## src/rtl/uart_pkg.sv

```systemverilog
// Shared UART definitions: receiver FSM states and default line parameters
// used by both the receive and transmit paths.
package uart_pkg;

    // Receiver FSM states.
    typedef enum logic [2:0] {
        IDLE  = 3'd0,
        START = 3'd1,
        DATA  = 3'd2,
        STOP  = 3'd3,
        BREAK = 3'd4
    } rx_state_t;

    // 100 MHz system clock at 9600 baud.
    localparam int DEFAULT_CLKS_PER_BIT = 10416;
    // Payload bits per frame (8N1).
    localparam int DEFAULT_DATA_BITS    = 8;

endpackage

```

## src/rtl/sync_fifo.sv

```systemverilog
// First-word-fall-through synchronous FIFO. The head entry is held in a
// register so the read side only changes on a clock edge and reads 0 after reset.
module sync_fifo #(
    parameter int WIDTH = 8,
    parameter int DEPTH = 16
) (
    input  logic             clk,
    input  logic             rst_n,
    input  logic             push,
    input  logic [WIDTH-1:0] push_data,
    input  logic             pop,
    output logic [WIDTH-1:0] head_data,
    output logic             full,
    output logic             empty
);

    localparam int AW = $clog2(DEPTH);
    localparam int PW = AW + 1;

    logic [WIDTH-1:0] mem [DEPTH];
    logic [PW-1:0]    wr_ptr_reg, wr_ptr_next;
    logic [PW-1:0]    rd_ptr_reg, rd_ptr_next;
    logic [WIDTH-1:0] head_reg, head_next;
    logic             push_ok;
    logic             pop_ok;

    // Extra pointer MSB distinguishes full from empty when the indices match.
    assign empty   = (wr_ptr_reg == rd_ptr_reg);
    assign full    = (wr_ptr_reg[AW] != rd_ptr_reg[AW]) &&
                     (wr_ptr_reg[AW-1:0] == rd_ptr_reg[AW-1:0]);
    assign pop_ok  = pop && !empty;
    // A pop in the same cycle frees the slot, so a push into a full FIFO still lands.
    assign push_ok = push && (!full || pop_ok);

    // Next pointers and next head; a byte written this cycle that becomes the head is forwarded.
    always_comb begin
        wr_ptr_next = wr_ptr_reg + PW'(push_ok);
        rd_ptr_next = rd_ptr_reg + PW'(pop_ok);
        head_next   = mem[rd_ptr_next[AW-1:0]];
        if (push_ok && (rd_ptr_next[AW-1:0] == wr_ptr_reg[AW-1:0])) begin
            head_next = push_data;
        end
    end

    // Storage array write port.
    always_ff @(posedge clk) begin
        if (push_ok) begin
            mem[wr_ptr_reg[AW-1:0]] <= push_data;
        end
    end

    // Pointer and head register update.
    always_ff @(posedge clk or negedge rst_n) begin
        if (!rst_n) begin
            wr_ptr_reg <= '0;
            rd_ptr_reg <= '0;
            head_reg   <= '0;
        end else begin
            wr_ptr_reg <= wr_ptr_next;
            rd_ptr_reg <= rd_ptr_next;
            head_reg   <= head_next;
        end
    end

    assign head_data = head_reg;

endmodule

```

## src/rtl/uart_rx_fifo.sv

```systemverilog
// Buffered 8N1 UART receiver: synchronizes the raw line, recovers frames
// with a mid-bit sampling FSM and queues bytes in a FWFT FIFO.
module uart_rx_fifo
    import uart_pkg::*;
#(
    parameter int DATA_BITS    = DEFAULT_DATA_BITS,
    parameter int CLKS_PER_BIT = DEFAULT_CLKS_PER_BIT,
    parameter int FIFO_DEPTH   = 16
) (
    input  logic                 clk,
    input  logic                 i_reset_n,
    input  logic                 i_rx,
    output logic [DATA_BITS-1:0] o_data,
    output logic                 o_valid,
    input  logic                 i_ready,
    output logic                 o_frame_err,
    output logic                 o_overrun,
    output logic                 o_busy
);

    localparam int CNT_W = $clog2(CLKS_PER_BIT);
    localparam int IDX_W = $clog2(DATA_BITS + 1);
    localparam logic [CNT_W-1:0] CNT_HALF = CNT_W'(CLKS_PER_BIT / 2 - 1);
    localparam logic [CNT_W-1:0] CNT_LAST = CNT_W'(CLKS_PER_BIT - 1);
    localparam logic [IDX_W-1:0] IDX_LAST = IDX_W'(DATA_BITS - 1);

    logic [1:0]           sync_reg;
    logic                 rx_s;
    rx_state_t            state_reg, state_next;
    logic [CNT_W-1:0]     cnt_reg, cnt_next;
    logic [IDX_W-1:0]     bit_idx_reg, bit_idx_next;
    logic [DATA_BITS-1:0] shift_reg, shift_next;
    logic                 push_reg, push_next;
    logic                 frame_err_reg, frame_err_next;
    logic                 overrun_reg;
    logic                 fifo_full;
    logic                 fifo_empty;
    logic                 pop;

    // Two-flop synchronizer on the asynchronous line; resets to the idle level.
    always_ff @(posedge clk or negedge i_reset_n) begin
        if (!i_reset_n) begin
            sync_reg <= 2'b11;
        end else begin
            sync_reg <= {sync_reg[0], i_rx};
        end
    end

    assign rx_s = sync_reg[1];

    // Receiver state, counters and registered pulses.
    always_ff @(posedge clk or negedge i_reset_n) begin
        if (!i_reset_n) begin
            state_reg     <= IDLE;
            cnt_reg       <= '0;
            bit_idx_reg   <= '0;
            shift_reg     <= '0;
            push_reg      <= 1'b0;
            frame_err_reg <= 1'b0;
        end else begin
            state_reg     <= state_next;
            cnt_reg       <= cnt_next;
            bit_idx_reg   <= bit_idx_next;
            shift_reg     <= shift_next;
            push_reg      <= push_next;
            frame_err_reg <= frame_err_next;
        end
    end

    // Frame recovery: half a bit to the start-bit centre, then one bit period per sample.
    always_comb begin
        state_next     = state_reg;
        cnt_next       = cnt_reg;
        bit_idx_next   = bit_idx_reg;
        shift_next     = shift_reg;
        push_next      = 1'b0;
        frame_err_next = 1'b0;
        case (state_reg)
            IDLE: begin
                if (!rx_s) begin
                    state_next = START;
                    cnt_next   = '0;
                end
            end
            START: begin
                if (cnt_reg == CNT_HALF) begin
                    cnt_next     = '0;
                    bit_idx_next = '0;
                    // A start bit that is gone by its centre was a glitch.
                    state_next   = rx_s ? IDLE : DATA;
                end else begin
                    cnt_next = cnt_reg + CNT_W'(1);
                end
            end
            DATA: begin
                if (cnt_reg == CNT_LAST) begin
                    cnt_next     = '0;
                    shift_next   = {rx_s, shift_reg[DATA_BITS-1:1]};
                    bit_idx_next = bit_idx_reg + IDX_W'(1);
                    if (bit_idx_reg == IDX_LAST) begin
                        state_next = STOP;
                    end
                end else begin
                    cnt_next = cnt_reg + CNT_W'(1);
                end
            end
            STOP: begin
                if (cnt_reg == CNT_LAST) begin
                    cnt_next = '0;
                    if (rx_s) begin
                        push_next  = 1'b1;
                        state_next = IDLE;
                    end else begin
                        frame_err_next = 1'b1;
                        state_next     = BREAK;
                    end
                end else begin
                    cnt_next = cnt_reg + CNT_W'(1);
                end
            end
            BREAK: begin
                // Hold off until the line returns high so a held-low line is not seen as a new start.
                if (rx_s) begin
                    state_next = IDLE;
                end
            end
            default: begin
                state_next = IDLE;
            end
        endcase
    end

    assign pop = o_valid && i_ready;

    // Overrun pulse: a completed byte arrives while full and nothing leaves this cycle.
    always_ff @(posedge clk or negedge i_reset_n) begin
        if (!i_reset_n) begin
            overrun_reg <= 1'b0;
        end else begin
            overrun_reg <= push_reg && fifo_full && !pop;
        end
    end

    sync_fifo #(
        .WIDTH (DATA_BITS),
        .DEPTH (FIFO_DEPTH)
    ) u_fifo (
        .clk       (clk),
        .rst_n     (i_reset_n),
        .push      (push_reg),
        .push_data (shift_reg),
        .pop       (pop),
        .head_data (o_data),
        .full      (fifo_full),
        .empty     (fifo_empty)
    );

    assign o_valid     = !fifo_empty;
    assign o_frame_err = frame_err_reg;
    assign o_overrun   = overrun_reg;
    assign o_busy      = (state_reg != IDLE);

endmodule

```

## config.mk

```make
export PLATFORM = sky130hd
export DESIGN_NAME = uart_rx_fifo
export DESIGN_NICKNAME = d
export VERILOG_FILES = /design/src/rtl/uart_pkg.sv /design/src/rtl/sync_fifo.sv /design/src/rtl/uart_rx_fifo.sv
export SDC_FILE = /design/constraint.sdc
export NUM_CORES = 1
export LEC_CHECK = 0
export CAP_MARGIN = 10
export CORE_ASPECT_RATIO = 0.75
export CORE_MARGIN = 2
export CORE_UTILIZATION = 64
export CTS_BUF_LIST = sky130_fd_sc_hd__clkbuf_4 sky130_fd_sc_hd__clkbuf_8
export DETAILED_ROUTE_END_ITERATION = 16
export GPL_TIMING_DRIVEN = 0
export PLACE_DENSITY = 0.92
export RECOVER_POWER = 25
export SLEW_MARGIN = 20
export SYNTH_ARGS = -nofsm -noshare
export SYNTH_HDL_FRONTEND = slang
export SYNTH_SLANG_ARGS = --single-unit
```

## constraint.sdc

```tcl
create_clock -name clk -period 4.49 [get_ports clk]
set_clock_uncertainty 0.1 [all_clocks]
set_input_delay 1.347 -clock clk [delete_from_list [all_inputs] [get_ports clk]]
set_output_delay 1.347 -clock clk [all_outputs]
set_load 0.05 [all_outputs]
```

==> flow_metrics.tcl, run 1 <==
set metrics [dict create \
    slew_headroom_pct 39.3 \
    grt_first_pass_wirelength_um 23700 \
    die_h_um 97.4 \
    numCtsBuffers 17 \
    postCtsHoldBufs 0 \
    cts-root-buf "clkbuf_8" \
    cts_buffer_depth 2 \
    critPathCaptureType "register" \
    yosys.area_share.simple_pct 7.39 \
    fp.dieArea_um2 12500 \
    seqCellArea_um2 5150 \
    worstReg2RegStart "u_fifo.wr_ptr_reg[0]$_DFF_PN0_" \
    grt_max_degree 53 \
    antenna_found_initial 0 \
    htree_num_levels 4 \
    final_area_um2 8210 \
    synth_xor_area_share_pct 3.53 \
    final_cell_mix "128 x edfxtp_1, 50 x dfrtp_1, 32 x mux4_2" \
    syn2layout_area_growth_pct 10.4 \
    die_width_um 128 \
    power_density_nw_per_um2 350 \
    post_route_cells_drive_above_1_share_pct 23.3 \
    synth_area_um2 7440 \
    design.core.area_um2 11400 \
    finalHoldViolCount 0 \
    initialDrtViolationCount 494 \
    crit_type "in2reg" \
    rsz0062_at_grt "no" \
    finalSetupTns_ps 0 \
    floorplan.initialDensity_pct 65.0 \
    tightestPinTransition_ps 907 \
    grt_pass1_vias 4189 \
    syn_inst 428 \
    synth_top_area_share_pct 51.7 \
    cts.sinks 180 \
    n_fill_cell 657 \
    min_period_ps 4170 \
    max-cap-violations 0 \
    min_path_type "reg2reg" \
    multi_input_area_um2 2210 \
    num_vias 4036 \
    synth_flop_cell "edfxtp_1" \
    clk_latency_ps 440 \
    synth-seq-area-share_pct 69.2 \
    synth_fp_nets 438 \
    gp_congestion 0.892 \
    wl_um 14900 \
    ios 16 \
    finalCritPeriodShare_pct 93.0 \
    crit_path_start_kind "primary input" \
    synth-adder-area-share_pct 1.01 \
    peakVddDrop_mv 0.200 \
    dp_hpwl_um 9590 \
    synth_warnings 0 \
    p_leak_uw 0.00340 \
    clkTransAtPathRegs_ps 80 \
    setup_viol_count_final 0 \
    path_max_fanout 10 \
    rows 34 \
    avgRoutedWirePerCell_um 24.1 \
    synth_top_cell_by_area "edfxtp_1" \
    max_freq_mhz 240 \
    antenna_cells 0 \
    drc 0 \
    synth_edf_count 128 \
    postSynthAreaPerCell_um2 17.4 \
    ys_ff_latch 180 \
    grt_util_all_layers_pct 26.0 \
    slew_viol_final 0 \
    dpl_cell_area_um2 7810 \
    synth_top_family_by_area "multiplexers" \
    arrival_ps 4400 \
    nNetsFinal 473 \
    largest_reg_flops 128 \
    viasPerCell 6.51 \
    cts_setup_buffers 0 \
    synth_compound_area_share_pct 1.55 \
    drt_pass1_iterations 5 \
    async_reset_ff_share_pct 28.9 \
    ctsResizeCount 0 \
    synth_area_leaders "edfxtp_1 52%, dfrtp_1 17%, mux4_2 9.7%, mux2i_1 3.2%, xnor2_1 1.8%" \
    yosys-mux-area-fraction_pct 15.7 \
    final_common_cell "edfxtp_1" \
    fin_ws_ps 315 \
    status "complete, no violations" \
    io_buffers 15 \
    crit_path_start "i_ready" \
    gr-total-overflow 0 \
    cts_tree "yes" \
    dp_slack_ps -152 \
    ys_types 47 \
    hold_start "sync_reg[0]$_DFF_PN1_" \
    required_ps 4720 \
    ant_nets 0 \
]
==> layer usage <==
| layer | track usage (%) | vias to the layer above | share of wire, % |
|---|---|---|---|
| li1 | - | 1717 | - |
| met1 | 36.5 | 2097 | 41 |
| met2 | 41.9 | 201 | 51 |
| met3 | 5.34 | 21 | 6.7 |
| met4 | 7.78 | 0 | 1.4 |
| met5 | 0 | - | 0 |
==> per-stage QoR <==
step	power [uW]	instances	util (%)	hold slack, ps
6_report	2870	620	71.7	278
5_1_grt	2950	620	71.7	279
4_1_cts	2880	620	71.7	272
3_5_place_dp	1810	588	68.2	263
3_3_place_gp	1810	587	67.9	256
2_1_floorplan	1800	428	-	245
==> power by group <==
group          internal, uW  leakage [uW]  switching (uW)
logic                  2.56       0.00100            9.42
clock network           555      0.000205             540
registers              1760       0.00219            1.37
total                  2320       0.00340             551
==> synth_stat cells (5+ instances only) <==
master / number
and3_1: 5
buf_2: 9
clkbuf_1: 8
dfrtp_1: 50
edfxtp_1: 128
ha_1: 6
inv_1: 7
mux2_2: 8
mux2_4: 8
mux2i_1: 24
mux4_2: 32
nand2_1: 11
nand2b_1: 6
nand3_1: 10
nand4_1: 7
nor2_1: 28
nor3_1: 10
xnor2_1: 15
xor2_1: 10
==> final timing paths <==
| path | endpoint | cells past startpoint | slack (ps) |
|---|---|---|---|
| max | u_fifo.head_data[1]$_DFF_PN0_ | 10 | 320 |
| min | sync_reg[1]$_DFF_PN1_ | 0 | 280 |
| max reg2reg | u_fifo.head_data[1]$_DFF_PN0_ | 13 | 330 |
| min reg2reg | sync_reg[1]$_DFF_PN1_ | 0 | 280 |
| max in group asynchronous | u_fifo.head_data[7]$_DFF_PN0_ | 1 | 3010 |
| min in group asynchronous | cnt_reg[2]$_DFFE_PN0P_ | 1 | 840 |
==> cell type report <==
type	count	area share (%)
clock buffer	23	3.63
tap	144	2.19
multi-input combinational	222	26.9
inverter	7	0.320
clock inverter	9	1.25
timing repair buffer	16	1.89
sequential	180	62.7
buffer	19	1.10
==> cell families (layout without fill, tap and decap cells) <==
| group | Yosys count | after routing |
|---|---|---|
| buffers and inverters | 26 | 74 |
| muxes | 72 | 72 |
| AOI/OAI and AO/OA | 17 | 17 |
| and+or+nand+nor | 100 | 100 |
| xor gates and xnor gates | 27 | 27 |
| DFF | 180 | 180 |
| adders and majority gates | 6 | 6 |
==> critical path, cell delays in order <==
cell             delay (ps)
clkdlybuf4s50_1         410
and2_1                  140
ha_1                    220
ha_1                    310
clkbuf_1                280
clkbuf_1                570
mux4_2                  460
mux2i_1                 250
mux2i_1                 140
mux2_4                  290
Note: power is estimated with default switching activity, not from simulation.
==> run 2, diff against run 1 <==
--- a/config.mk
+++ b/config.mk
@@ -12,8 +12,9 @@
 export CTS_BUF_LIST = sky130_fd_sc_hd__clkbuf_4 sky130_fd_sc_hd__clkbuf_8
 export DETAILED_ROUTE_END_ITERATION = 16
 export GPL_TIMING_DRIVEN = 0
-export PLACE_DENSITY = 0.92
+export PLACE_DENSITY_LB_ADDON = 0.2
 export RECOVER_POWER = 25
+export SKIP_CTS_REPAIR_TIMING = 1
 export SLEW_MARGIN = 20
 export SYNTH_ARGS = -nofsm -noshare
 export SYNTH_HDL_FRONTEND = slang
==> run 2 against run 1 <==
Maximum frequency rose by 0.20%. Global-route usage down 1.9 points. Sequential share of layout area down 0.38 points. Critical path depth grew 3. Largest cell class unchanged. Flip-flop and latch count unchanged. Final area rose by 0.61%. Worst hold slack worse by 19 ps. Setup slack improved by 8.4 ps. Cell count is the same. Sequential power hardly changed.
==> flow_metrics.tcl, run 2 (same netlist as run 1, synthesis figures left out) <==
set metrics [dict create \
    status "complete, no violations" \
    post_route_cells_drive_above_1_share_pct 23.7 \
    dp_hpwl_um 9060 \
    io_buffers 15 \
    dpl_cell_area_um2 7810 \
    cp_num_buf_inv 3 \
    crit_path_start "u_fifo.wr_ptr_reg[1]$_DFF_PN0_" \
    cts.sinks 180 \
    viasPerCell 6.25 \
    grt_util_all_layers_pct 24.1 \
    crit_path_start_kind "register" \
    largest_reg_flops 128 \
    antenna_cells 0 \
    gr-total-overflow 0 \
    floorplan.initialDensity_pct 65.0 \
    min_period_ps 4170 \
    ant_nets 0 \
    r2r_cells 13 \
    arrival_ps 4390 \
    die_h_um 97.4 \
    finalHoldViolCount 0 \
    peakVddDrop_mv 0.216 \
    htree_num_levels 4 \
    worstReg2RegStart "u_fifo.wr_ptr_reg[1]$_DFF_PN0_" \
    multi_input_area_um2 2210 \
    tightestPinTransition_ps 847 \
    syn2layout_area_growth_pct 11.1 \
    seqCellArea_um2 5150 \
    die_width_um 128 \
    drc 0 \
    path_depth 13 \
    crit_chain "buf_2, xnor2_1, nand4_1, or2_2, and2_1, ha_1, ha_1, clkbuf_1, clkbuf_1, mux4_2, mux2i_1, mux2i_1, mux2_4" \
    required_ps 4710 \
    initialDrtViolationCount 360 \
    final_area_um2 8260 \
    setup_viol_count_final 0 \
    crit_family "buffers and inverters" \
    crit_type "reg2reg" \
    rows 34 \
    slew_headroom_pct 43.3 \
    fp.dieArea_um2 12500 \
    ios 16 \
    finalCritPeriodShare_pct 92.8 \
    hold_start "sync_reg[0]$_DFF_PN1_" \
    final_common_cell "edfxtp_1" \
    cts-root-buf "clkbuf_8" \
    max-cap-violations 0 \
    avgRoutedWirePerCell_um 22.3 \
    critPathMaxStageDelay_ps 570 \
    final_cell_mix "128 x edfxtp_1, 50 x dfrtp_1, 32 x mux4_2" \
    wl_um 13800 \
    design.core.area_um2 11400 \
    power_density_nw_per_um2 361 \
    num_vias 3878 \
    n_fill_cell 689 \
    grt_pass1_vias 3848 \
    grt_first_pass_wirelength_um 21500 \
    rrSetupSlack_ps 320 \
    path_max_fanout 10 \
    drt_pass1_iterations 5 \
    min_path_type "reg2reg" \
    gp_congestion 0.793 \
    nNetsFinal 473 \
    rr_endpoint "u_fifo.head_data[7]$_DFF_PN0_" \
    clk_latency_ps 450 \
    clkTransAtPathRegs_ps 90 \
    antenna_found_initial 0 \
    cts_buffer_depth 2 \
    max_freq_mhz 240 \
    grt_max_degree 53 \
    numCtsBuffers 17 \
    endpoint "u_fifo.head_data[7]$_DFF_PN0_" \
    rsz0062_at_grt "no" \
    hold_ws_ps 258 \
    cts_tree "yes" \
    critPathCaptureType "register" \
    p_leak_uw 0.00343 \
    slew_viol_final 0 \
    finalSetupTns_ps 0 \
    crit_slowest_cell "clkbuf_1" \
]
[run 2: cell types whose count changed in the layout (fill, tap and decap cells not counted), sizes merged]
cell / previous run / this run
clkinvlp: 1 / 0
bufinv: 2 / 4
clkinv: 6 / 5
[run 2: metrics by stage]
stage | total power [uW] | setup WS (ps) | instances | utilization [%]
floorplan | 1800 | 836 | 428 | -
global placement | 1810 | -81.5 | 587 | 67.9
detailed placement | 1810 | -152 | 588 | 68.2
CTS | 3000 | 282 | 620 | 72.2
global route | 3070 | 92.8 | 620 | 72.2
finish | 2980 | 324 | 620 | 72.2
[run 2: report_power, final]
group / switching, uW / internal (uW)
Sequential: 0.970 / 1760
Combinational: 9.54 / 2.57
Clock: 536 / 670
[run 2: worst min-delay path by stage]
stage          cells after the start                     to
2_1_floorplan                      0  sync_reg[1]$_DFF_PN1_
3_3_place_gp                       0  sync_reg[1]$_DFF_PN1_
3_5_place_dp                       0  sync_reg[1]$_DFF_PN1_
4_1_cts                            0  sync_reg[1]$_DFF_PN1_
5_1_grt                            0  sync_reg[1]$_DFF_PN1_
6_report                           0  sync_reg[1]$_DFF_PN1_
[run 2: final cells by class]
cell class | count | area share, %
repair buffers | 16 | 1.88
inverters | 7 | 0.318
clock buffers | 23 | 3.61
multi-input cells | 222 | 26.8
well taps | 144 | 2.18
clock inverters | 9 | 1.85
flip-flops and latches | 180 | 62.3
plain buffers | 19 | 1.09
[run 2: metal layers]
| metal | wire (um) | share of wire, % | up-vias | global-route usage (%) |
|---|---|---|---|---|
| li1 | - | - | 1719 | - |
| met2 | 6360 | 46 | 173 | 35.4 |
| met4 | 178 | 1.3 | 0 | 7.78 |
| met5 | 0 | 0 | - | 0 |
| met1 | 6090 | 44 | 1970 | 35.1 |
| met3 | 1180 | 8.6 | 16 | 7.65 |
[run 2: worst reg2reg max path: cells and delay by family, from the launching register on]
kind / cells / cell delay (ps)
xor+xnor: 1 / 160
fa+ha+maj: 2 / 510
buf+inv: 3 / 1160
flops: 1 / 350
mux: 4 / 1070
simple gates: 3 / 690
==> run 3, diff against run 2 <==
--- a/config.mk
+++ b/config.mk
@@ -12,7 +12,7 @@
 export CTS_BUF_LIST = sky130_fd_sc_hd__clkbuf_4 sky130_fd_sc_hd__clkbuf_8
 export DETAILED_ROUTE_END_ITERATION = 16
 export GPL_TIMING_DRIVEN = 0
-export PLACE_DENSITY_LB_ADDON = 0.2
+export PLACE_DENSITY = 0.85
 export RECOVER_POWER = 25
 export SKIP_CTS_REPAIR_TIMING = 1
 export SLEW_MARGIN = 20
==> run 3 against run 2 <==
Final area down 0.80%. Global-route usage up 0.52 points. Cell count up 0.16%. Sequential share of layout area up 0.50 points. Register-to-register slack better by 110 ps.
==> flow_metrics.tcl, run 3 (same netlist as run 1, synthesis figures left out) <==
set metrics [dict create \
    grt_max_degree 30 \
    numCtsBuffers 17 \
    viasPerCell 6.38 \
    grt_first_pass_wirelength_um 22000 \
    die_width_um 128 \
    num_vias 3962 \
    slew_viol_final 0 \
    ios 16 \
    grt_pass1_vias 3906 \
    syn2layout_area_growth_pct 10.2 \
    dpl_cell_area_um2 7830 \
    die_h_um 97.4 \
    design.core.area_um2 11400 \
    final_cell_mix "128 x edfxtp_1, 50 x dfrtp_1, 32 x mux4_2" \
    ant_nets 0 \
    arrival_ps 4320 \
    path_max_fanout 10 \
    peakVddDrop_mv 0.233 \
    htree_num_levels 4 \
    avgRoutedWirePerCell_um 22.7 \
    power_density_nw_per_um2 343 \
    status "complete, no violations" \
    min_period_ps 4090 \
    crit_type "in2reg" \
    grt_util_all_layers_pct 24.6 \
    io_buffers 15 \
    cts-root-buf "clkbuf_8" \
    setup_viol_count_final 0 \
    final_common_cell "edfxtp_1" \
    rows 34 \
    clkTransAtPathRegs_ps 90 \
    wl_um 14100 \
    final_area_um2 8190 \
    final_core_util_pct 71.6 \
    min_path_type "reg2reg" \
    finalCritPeriodShare_pct 91.0 \
    slew_headroom_pct 46.4 \
    finalHoldViolCount 0 \
    rsz0062_at_grt "no" \
    required_ps 4730 \
    fp.dieArea_um2 12500 \
    dp_slack_ps -51.6 \
    cts_buffer_depth 2 \
    initialDrtViolationCount 435 \
    tightestPinTransition_ps 801 \
    gr-total-overflow 0 \
    largest_reg_flops 128 \
    crit_slowest_cell "clkbuf_1" \
    finalSetupTns_ps 0 \
    floorplan.initialDensity_pct 65.0 \
    crit_path_start_kind "primary input" \
    cts_tree "yes" \
    cts.sinks 180 \
    p_leak_uw 0.00340 \
    drt_pass1_iterations 5 \
    dp_hpwl_um 9500 \
    critPathMaxStageDelay_ps 600 \
    post_route_cells_drive_above_1_share_pct 23.7 \
    antenna_cells 0 \
    crit_chain "clkdlybuf4s50_1, and2_1, ha_1, ha_1, clkbuf_1, clkbuf_1, mux4_2, mux2i_1, mux2i_1, mux2_4" \
    max_freq_mhz 245 \
    drc 0 \
    gp_congestion 0.818 \
    fin_ws_ps 404 \
    max-cap-violations 0 \
    antenna_found_initial 0 \
    critPathCaptureType "register" \
    nNetsFinal 474 \
    clk_latency_ps 460 \
]
-- run 3: stage by stage --
step	total power, uW	hold WS [ps]	std cells
floorplan	1800	245	428
global placement	1810	245	587
detailed placement	1810	247	589
CTS	2830	260	621
global route	2890	268	621
finish	2810	261	621
-- run 3: power by group --
group	switching, uW	internal (uW)
registers	1.01	1760
clock network	587	450
logic	9.75	4.07
total	598	2220
-- run 3: final timing paths --
kind / from / endpoint / slack (ps) / cells past startpoint
max: i_ready / u_fifo.head_data[4]$_DFF_PN0_ / 400 / 10
min in group asynchronous: i_reset_n / o_frame_err$_DFF_PN0_ / 760 / 1
max in group asynchronous: i_reset_n / u_fifo.head_data[4]$_DFF_PN0_ / 2970 / 2
min reg2reg: sync_reg[0]$_DFF_PN1_ / sync_reg[1]$_DFF_PN1_ / 260 / 0
max reg2reg: u_fifo.wr_ptr_reg[1]$_DFF_PN0_ / u_fifo.head_data[4]$_DFF_PN0_ / 430 / 13
min: sync_reg[0]$_DFF_PN1_ / sync_reg[1]$_DFF_PN1_ / 260 / 0
-- run 3: routing by layer --
metal | track usage, % | share of wire, % | vias up
li1 | - | - | 1724
met1 | 36.6 | 43 | 2047
met2 | 36.2 | 47 | 179
met3 | 7.21 | 8.7 | 12
met4 | 7.35 | 0.96 | 0
met5 | 0 | 0 | -
-- run 3: layout make-up --
cell class / count / area (um^2)
buffer: 19 / 90.1
clock buffer: 18 / 241
clock inverter: 14 / 125
fill: 676 / 3250
inverter: 7 / 26.3
multi-input combinational: 222 / 2210
sequential: 180 / 5150
tap: 144 / 180
timing repair buffer: 17 / 173
-- run 3: worst max-delay path: cells and delay by family --
kind | cells | cell delay [ps]
and+or+nand+nor | 1 | 160
buffers and inverters | 3 | 1300
muxes | 4 | 1020
adders and majority gates | 2 | 510
